==> config.mk <==
export PLATFORM = sky130hd
export DESIGN_NAME = axi_lite_slave_regs
export DESIGN_NICKNAME = d
export VERILOG_FILES = /design/src/rtl/axi_lite_slave_regs.sv
export SDC_FILE = /design/constraint.sdc
export NUM_CORES = 1
export LEC_CHECK = 0
export BUFFER_PORTS_ARGS = -buffer_cell sky130_fd_sc_hd__buf_2
export CAP_MARGIN = 25
export CORE_UTILIZATION = 27
export DETAILED_ROUTE_END_ITERATION = 12
export SLEW_MARGIN = 10
export SYNTH_ARGS = -nofsm -noshare
export SYNTH_HDL_FRONTEND = slang
export SYNTH_SLANG_ARGS = --single-unit
==> constraint.sdc <==
create_clock -name clk -period 5.4 [get_ports clk]
set_clock_uncertainty 0.15 [all_clocks]
set_input_delay 0.54 -clock clk [delete_from_list [all_inputs] [get_ports clk]]
set_output_delay 0.54 -clock clk [all_outputs]
set_load 0.03 [all_outputs]
==> src/rtl/axi_lite_slave_regs.sv <==
// AXI4-Lite register slave: NUM_REGS-1 read/write registers with byte strobes
// plus one read-only status word at the top index. Independent read and write
// FSMs; every response is registered.
module axi_lite_slave_regs #(
    parameter int unsigned NUM_REGS  = 8,
    parameter logic [31:0] RESET_VAL = 32'h0000_0000
) (
    input  logic                          clk,
    input  logic                          rst,
    // write address channel
    input  logic [31:0]                   s_axi_lite_awaddr_i,
    input  logic                          s_axi_lite_awvalid_i,
    output logic                          s_axi_lite_awready_o,
    // write data channel
    input  logic [31:0]                   s_axi_lite_wdata_i,
    input  logic [3:0]                    s_axi_lite_wstrb_i,
    input  logic                          s_axi_lite_wvalid_i,
    output logic                          s_axi_lite_wready_o,
    // write response channel
    output logic [1:0]                    s_axi_lite_bresp_o,
    output logic                          s_axi_lite_bvalid_o,
    input  logic                          s_axi_lite_bready_i,
    // read address channel
    input  logic [31:0]                   s_axi_lite_araddr_i,
    input  logic                          s_axi_lite_arvalid_i,
    output logic                          s_axi_lite_arready_o,
    // read data channel
    output logic [31:0]                   s_axi_lite_rdata_o,
    output logic [1:0]                    s_axi_lite_rresp_o,
    output logic                          s_axi_lite_rvalid_o,
    input  logic                          s_axi_lite_rready_i,
    // register side
    output logic [32*(NUM_REGS-1)-1:0]    regs_o,
    output logic [NUM_REGS-2:0]           wr_pulse_o,
    input  logic [31:0]                   status_i
);

    localparam int unsigned IW          = $clog2(NUM_REGS);
    localparam logic [1:0]  RESP_OKAY   = 2'b00;
    localparam logic [1:0]  RESP_SLVERR = 2'b10;

    typedef enum logic {W_IDLE, W_RESP} wstate_t;
    typedef enum logic {R_IDLE, R_DATA} rstate_t;

    // write path state
    wstate_t                     wstate_q, wstate_d;
    logic                        aw_vld_q, aw_vld_d;
    logic [31:2]                 aw_addr_q, aw_addr_d;
    logic                        w_vld_q, w_vld_d;
    logic [31:0]                 w_data_q, w_data_d;
    logic [3:0]                  w_strb_q, w_strb_d;
    logic                        bvalid_q, bvalid_d;
    logic [1:0]                  bresp_q, bresp_d;
    logic [NUM_REGS-2:0]         wr_pulse_q, wr_pulse_d;
    logic [NUM_REGS-2:0][31:0]   regs_q, regs_d;

    // read path state
    rstate_t                     rstate_q, rstate_d;
    logic                        rvalid_q, rvalid_d;
    logic [31:0]                 rdata_q, rdata_d;
    logic [1:0]                  rresp_q, rresp_d;

    logic                        awready, wready;
    logic [IW-1:0]               w_idx, r_idx;
    logic                        w_oor, w_err, r_oor;

    // Byte offset bits of both addresses are don't-care.
    logic                        unused_addr_lsbs;
    assign unused_addr_lsbs = ^{s_axi_lite_awaddr_i[1:0], s_axi_lite_araddr_i[1:0]};

    assign awready = (wstate_q == W_IDLE) && !aw_vld_q;
    assign wready  = (wstate_q == W_IDLE) && !w_vld_q;

    // Write FSM: latch AW and W independently, apply the write once both are held, then respond.
    always_comb begin
        wstate_d   = wstate_q;
        aw_vld_d   = aw_vld_q;
        aw_addr_d  = aw_addr_q;
        w_vld_d    = w_vld_q;
        w_data_d   = w_data_q;
        w_strb_d   = w_strb_q;
        bvalid_d   = bvalid_q;
        bresp_d    = bresp_q;
        wr_pulse_d = '0;
        regs_d     = regs_q;

        w_idx = aw_addr_q[2 +: IW];
        w_oor = |aw_addr_q[31:2+IW];
        w_err = w_oor || (w_idx == IW'(NUM_REGS-1));

        case (wstate_q)
            W_IDLE: begin
                if (aw_vld_q && w_vld_q) begin
                    aw_vld_d = 1'b0;
                    w_vld_d  = 1'b0;
                    bvalid_d = 1'b1;
                    bresp_d  = w_err ? RESP_SLVERR : RESP_OKAY;
                    wstate_d = W_RESP;
                    if (!w_err) begin
                        for (int unsigned i = 0; i < NUM_REGS-1; i++) begin
                            if (w_idx == IW'(i)) begin
                                for (int unsigned b = 0; b < 4; b++) begin
                                    if (w_strb_q[b]) begin
                                        regs_d[i][8*b +: 8] = w_data_q[8*b +: 8];
                                    end
                                end
                                wr_pulse_d[i] = |w_strb_q;
                            end
                        end
                    end
                end else begin
                    if (s_axi_lite_awvalid_i && awready) begin
                        aw_vld_d  = 1'b1;
                        aw_addr_d = s_axi_lite_awaddr_i[31:2];
                    end
                    if (s_axi_lite_wvalid_i && wready) begin
                        w_vld_d  = 1'b1;
                        w_data_d = s_axi_lite_wdata_i;
                        w_strb_d = s_axi_lite_wstrb_i;
                    end
                end
            end
            W_RESP: begin
                if (s_axi_lite_bready_i) begin
                    bvalid_d = 1'b0;
                    wstate_d = W_IDLE;
                end
            end
            default: wstate_d = W_IDLE;
        endcase
    end

    // Write path registers; reset drops any half-latched or pending transaction.
    always_ff @(posedge clk) begin
        if (rst) begin
            wstate_q   <= W_IDLE;
            aw_vld_q   <= 1'b0;
            aw_addr_q  <= '0;
            w_vld_q    <= 1'b0;
            w_data_q   <= '0;
            w_strb_q   <= '0;
            bvalid_q   <= 1'b0;
            bresp_q    <= RESP_OKAY;
            wr_pulse_q <= '0;
            regs_q     <= {(NUM_REGS-1){RESET_VAL}};
        end else begin
            wstate_q   <= wstate_d;
            aw_vld_q   <= aw_vld_d;
            aw_addr_q  <= aw_addr_d;
            w_vld_q    <= w_vld_d;
            w_data_q   <= w_data_d;
            w_strb_q   <= w_strb_d;
            bvalid_q   <= bvalid_d;
            bresp_q    <= bresp_d;
            wr_pulse_q <= wr_pulse_d;
            regs_q     <= regs_d;
        end
    end

    // Read FSM: capture data at the AR handshake (pre-write value on a collision), hold until rready.
    always_comb begin
        rstate_d = rstate_q;
        rvalid_d = rvalid_q;
        rdata_d  = rdata_q;
        rresp_d  = rresp_q;

        r_idx = s_axi_lite_araddr_i[2 +: IW];
        r_oor = |s_axi_lite_araddr_i[31:2+IW];

        case (rstate_q)
            R_IDLE: begin
                if (s_axi_lite_arvalid_i) begin
                    rvalid_d = 1'b1;
                    rstate_d = R_DATA;
                    rdata_d  = '0;
                    if (r_oor) begin
                        rresp_d = RESP_SLVERR;
                    end else begin
                        rresp_d = RESP_OKAY;
                        if (r_idx == IW'(NUM_REGS-1)) begin
                            rdata_d = status_i;
                        end else begin
                            for (int unsigned i = 0; i < NUM_REGS-1; i++) begin
                                if (r_idx == IW'(i)) begin
                                    rdata_d = regs_q[i];
                                end
                            end
                        end
                    end
                end
            end
            R_DATA: begin
                if (s_axi_lite_rready_i) begin
                    rvalid_d = 1'b0;
                    rstate_d = R_IDLE;
                end
            end
            default: rstate_d = R_IDLE;
        endcase
    end

    // Read path registers.
    always_ff @(posedge clk) begin
        if (rst) begin
            rstate_q <= R_IDLE;
            rvalid_q <= 1'b0;
            rdata_q  <= '0;
            rresp_q  <= RESP_OKAY;
        end else begin
            rstate_q <= rstate_d;
            rvalid_q <= rvalid_d;
            rdata_q  <= rdata_d;
            rresp_q  <= rresp_d;
        end
    end

    // Responses and strobes are forced low for as long as rst is held, not just after its first edge.
    assign s_axi_lite_awready_o = awready;
    assign s_axi_lite_wready_o  = wready;
    assign s_axi_lite_bvalid_o  = bvalid_q & ~rst;
    assign s_axi_lite_bresp_o   = rst ? '0 : bresp_q;
    assign s_axi_lite_arready_o = (rstate_q == R_IDLE);
    assign s_axi_lite_rvalid_o  = rvalid_q & ~rst;
    assign s_axi_lite_rdata_o   = rst ? '0 : rdata_q;
    assign s_axi_lite_rresp_o   = rst ? '0 : rresp_q;
    assign wr_pulse_o           = rst ? '0 : wr_pulse_q;
    assign regs_o               = regs_q;

endmodule

# After elaboration in Yosys (flattened, before gate mapping)
# Cells that the tools add are included.
[classes]
n_addsub = 0
multipliers = 0
div = 0
n_lt_le_gt_ge = 0
n_eq_ne = 18
shift = 0
muxes = 31
n_bitwise = 14
n_reduce_logical = 58
[ops]
columns = ["operator", "count"]
rows = [
  ["$mux 32", 10],
  ["$reduce_and 5->1", 28],
  ["$reduce_or 27->1", 2],
  ["$reduce_or 5->1", 7],
  ["$eq 3x3->1 const B", 8],
  ["$eq 3x2->1 const B", 4],
  ["$mux 1", 12],
  ["$not 1->1", 12],
  ["$reduce_and 2->1", 6],
  ["$mux 2", 4],
  ["$pmux 1 s2", 4],
  ["$mux 7", 1],
  ["$eq 3x1->1 const B", 2],
  ["$logic_not 3->1", 2],
  ["$ne 2x2->1 const B", 3],
  ["$reduce_and 3->1", 2],
  ["$logic_and 1x1->1", 5],
  ["$reduce_bool 2->1", 2],
  ["$reduce_or 4->1", 1],
  ["$and 1x1->1", 2],
  ["$logic_not 1->1", 2],
  ["$ne 2x1->1 const B", 1],
  ["$logic_or 1x1->1", 1],
]
[totals]
ff_bits = 339
latchBits = 0
mem_bits_rw = 0
mem_bits_ro = 0
input_bits = 139
word_cells = 168
mem_count = 0

# Logic depth before layout (Yosys ltp)
[depth]
depth_word = 10
depth_mapped = 7
mapped_depth_nobuf = 4

# Least setup slack after synthesis
# Ideal clock, no wire load.
[synth_path]
kind = "input to register"
from = "input s_axi_lite_araddr_i[2]"
to = "register rdata_q[26]"
setup_time_ps = 133
arrival_ps = 1814
required_time_ps = 5117
path_slack_ps = 3303
path_stages = 6
n_path_buf = 3
cell_sequence = "buf_2 -> buf_2 -> buf_2 -> mux2_2 -> a221oi_1 -> a22oi_1"
[synth_between]
elab_chain_cells = 10
[synth_lines]
columns = ["element", "line", "rtl"]
rows = [
  ["start, declared", "24", "input logic [31:0] s_axi_lite_araddr_i,"],
  ["$logic_not 3->1", "184", "if (r_idx == IW'(i)) begin"],
  ["$mux 32 (7 in a row)", "184", ""],
  ["$mux 32 (*)", "180", "if (r_idx == IW'(NUM_REGS-1)) begin"],
  ["$mux 32 (*)", "176", "if (r_oor) begin"],
  ["end signal, assigned", "212", "rdata_q <= rdata_d;"],
  ["end, declared", "60", "logic [31:0] rdata_q, rdata_d;"],
]
# Mark *: on every way between the ends. The rest lies on a longest branch, timed or not.
# A chain may end at the register's enable or synchronous reset.

# Worst setup path in the final report
[layout_path]
from = "register aw_addr_q[30] (netlist name)"
to = "register regs_q, in the netlist regs_o[124]"
[layout_between]
elab_chain_cells = 4
[layout_lines]
columns = ["element", "line", "rtl"]
rows = [
  ["start, declared", "48", "logic [31:2] aw_addr_q, aw_addr_d;"],
  ["start signal, assigned", "149", "aw_addr_q <= aw_addr_d;"],
  ["$reduce_or 27->1", "88", "w_oor = |aw_addr_q[31:2+IW];"],
  ["$logic_or 1x1->1", "89", "w_err = w_oor || (w_idx == IW'(NUM_REGS-1));"],
  ["$not 1->1 (no source line)", "--", ""],
  ["$reduce_and 5->1 (no source line)", "--", ""],
  ["end signal, assigned", "145", "regs_q <= {(NUM_REGS-1){RESET_VAL}};"],
  ["end signal, assigned", "156", "regs_q <= regs_d;"],
  ["end, declared", "55", "logic [NUM_REGS-2:0][31:0] regs_q, regs_d;"],
]
# Every way passes these cells.

==> results_dict.tcl <==
set metrics [dict create \
    total_power_mw 5.82 \
    antenna_found_initial 8 \
    wirelength_mm 62.3 \
    synth_area_leaders "dfxtp_1, mux2i_1, nand2b_1, nand2_1, nand4_4" \
    synth_top_cell_by_area "dfxtp_1" \
    regArea_mm2 0.00675 \
    synthCells 1633 \
    dpl_cell_area_mm2 0.0185 \
    root_buffer "clkbuf_16" \
    dieArea_mm2 0.0597 \
    maxCapViolCount 0 \
    vias 13774 \
    drc_errors 0 \
    drive_gt1_share_pct 27.3 \
    syn_area_per_cell_um2 9.71 \
    cts_tree "built" \
    coreArea_mm2 0.0578 \
    rr_startpoint "aw_addr_q[30]$_SDFFE_PP0P_" \
    hold_viol 0 \
    layout_min_cycle_time_ns 3.33 \
    ys_seq_area_share_pct 42.6 \
    gr-total-overflow 0 \
    rows 88 \
    wl_per_cell_um 22.5 \
    setup_violations 0 \
    ant_nets 0 \
    ff2ff_setup_slack_ns 2.07 \
    p_per_area_mw_per_mm2 293 \
    syn2layout_area_growth_pct 25.5 \
    ioPinCount 411 \
    initial_utilization_pct 27.4 \
    synth_top_area_share_pct 42.6 \
    rsz0062_at_grt "false" \
    die_h_um 244 \
    grt_usage_pct 20.5 \
    cp-start-kind "flop" \
    tightest_slew_ns 0.911 \
    cts-hold-fix-buffers 0 \
    critPathBufInv 1 \
    max_freq_mhz 301 \
    drtPass1Iterations 5 \
    crit_fanout 19 \
    place.gp.congestion 0.834 \
    critical-path-top-delay-family "simple AND/OR/NAND/NOR gates" \
    finish.instance_area_mm2 0.0199 \
    arrival_ns 3.66 \
    crit_start "aw_addr_q[30]$_SDFFE_PP0P_" \
    grt_max_degree 155 \
    numCtsBuffers 40 \
    worst_hold_slack_ns 0.0500 \
    grt_pass1_wl_mm 90.8 \
    port_buffers 404 \
    slowest_delay_ns 0.85 \
    first_iter_violations 893 \
    hp-class "input pin to flop" \
    cts_resized 0 \
    grt_pass1_vias 13898 \
    crit_type "flop to flop" \
    cts_max_path_buffers 3 \
    end_kind "flop" \
    holdCritStartpoint "s_axi_lite_bready_i" \
    worstSetupEndpoint "regs_o[124]$_SDFFE_PP0P_" \
    die_x_um 244 \
    r2r_end "regs_o[124]$_SDFFE_PP0P_" \
    syn-cell-area_mm2 0.0159 \
    cp_slowest_cell "and4_2" \
    fin_tns_setup_ns 0 \
    clock_latency_ns 0.55 \
    run_status "finished clean" \
    fillers 5989 \
    drv_slew 0 \
    htreeDepth 2 \
    clkTransAtPathRegs_ns 0.05 \
    required_ns 5.73 \
    crit_cells 5 \
    synth.distinct_cells 45 \
    crit_chain "nor4_1 -> and4_2 -> buf_4 -> and4_1 -> mux2i_1" \
    post_cts.repair.setup_buffers 0 \
    peakVddDrop_v 0.000169 \
    synth_warnings 0 \
    leakage_nw 9.33 \
    dp_hpwl_mm 42.9 \
    ys_seq_elements 337 \
    multi_input_area_mm2 0.00854 \
    vias_per_cell 4.97 \
    slew_headroom_pct 39.3 \
    min_period_over_period_pct 61.6 \
    reg2regPathDepth 5 \
    cts_sinks 337 \
    nets 2116 \
]
[synth_stat cells (all sizes together)]
cell and number:
dfxtp 337, mux2i 268, nand2b 263, nand2 156, clkbuf 92, a21oi 78
nor2b 49, buf 35, nor2 34, nand4 26, a2bb2oi 24, nor3 23
o21ai 21, and2 18, a21boi 16, a22oi 16, a41oi 16, o21a 16
o31ai 16, o32a 16, or3 16, nor4 13, a221oi 12, mux2 12
o211ai 12, o2bb2ai 12, and4 8, inv 6, mux4 4, nand3 4
o221ai 4, a211oi 2, nor3b 2, and3 1, clkinv 1, conb 1
nand3b 1, nand4b 1, nand4bb 1
[power by group]
group,total [mW],leakage (nW),switching [mW],internal [mW]
Combinational,0.497,5.95,0.326,0.171
Clock,2.77,0.663,1.11,1.65
Sequential,2.56,2.72,0.0336,2.52
[metal layers]
metal / track usage [%] / vias to the layer above / routed length [um]
li1: - / 6430 / -
met1: 25.1 / 6706 / 26200
met2: 34.6 / 513 / 29900
met3: 4.66 / 119 / 4300
met4: 7.89 / 6 / 1960
met5: 0 / - / 41
[area by class of cell]
cell class / count / area share (%)
Timing Repair Buffer: 428 / 11.4
Sequential cell: 337 / 33.9
Multi-Input combinational cell: 1163 / 42.9
Tap cell: 765 / 4.81
Clock inverter: 14 / 0.761
Clock buffer: 59 / 6.06
Inverter: 7 / 0.132
Antenna cell: 1 / 0.0126
[state kept, by name, indices dropped and copies added (netlist names)]
name / flops
bvalid_q: 1
w_data_q: 32
regs_o: 224
wstate_q: 1
rresp_q: 1
bresp_q: 1
wr_pulse_q: 7
rstate_q: 1
aw_addr_q: 30
rdata_q: 32
w_strb_q: 4
aw_vld_q: 1
w_vld_q: 1
rvalid_q: 1
[placed cells by master (no fill, tap or decap), types with 13 or more instances in the layout]
master / synthesis / routed
nand2_1: 156 / 155
a21boi_0: 16 / 16
clkbuf_16: 0 / 42
o31ai_1: 16 / 16
nor2_1: 30 / 30
buf_2: 16 / 401
buf_4: 9 / 22
nand2b_1: 263 / 262
a22oi_1: 16 / 16
nand4_4: 24 / 24
o21ai_0: 21 / 21
o32a_1: 16 / 16
nor4_1: 13 / 13
a2bb2oi_1: 24 / 24
nor3_1: 21 / 21
and2_1: 18 / 17
or3_1: 16 / 16
o21a_1: 16 / 16
mux2i_1: 268 / 268
dfxtp_1: 337 / 337
a21oi_1: 78 / 78
a41oi_1: 16 / 16
nor2b_1: 49 / 48
[per-stage QoR]
step,utilization [%],setup WS [ns],std cells
after global routing,34.4,1.86,2774
after detailed placement,32.0,2.00,2698
after global placement,32.0,2.11,2697
after CTS,34.3,1.97,2771
after floorplan,-,3.30,1634
final,34.4,2.07,2774
[worst min-delay path by stage]
stage / end / slack, ns / cells past startpoint
6_report: bvalid_q$_SDFFE_PP0P_ / 0.05 / 2
5_1_grt: bvalid_q$_SDFFE_PP0P_ / 0.02 / 2
4_1_cts: bvalid_q$_SDFFE_PP0P_ / 0.007 / 2
3_5_place_dp: aw_addr_q[29]$_SDFFE_PP0P_ / 0.30 / 2
3_3_place_gp: w_data_q[21]$_SDFFE_PP0P_ / 0.29 / 2
2_1_floorplan: aw_addr_q[26]$_SDFFE_PP0P_ / 0.29 / 2
[cell families (layout without fill, tap and decap cells)]
logic type             Yosys count  count (layout)  synth area share (%)
flip-flops                     337             337                  42.6
AO/OA/AOI/OAI                  261             261                  11.6
other                            1               3                0.0237
AND/OR/NAND/NOR                616             616                  23.8
multiplexers                   284             284                  18.3
buffers and inverters          134             508                  3.70
(Power assumes the default switching activity.)
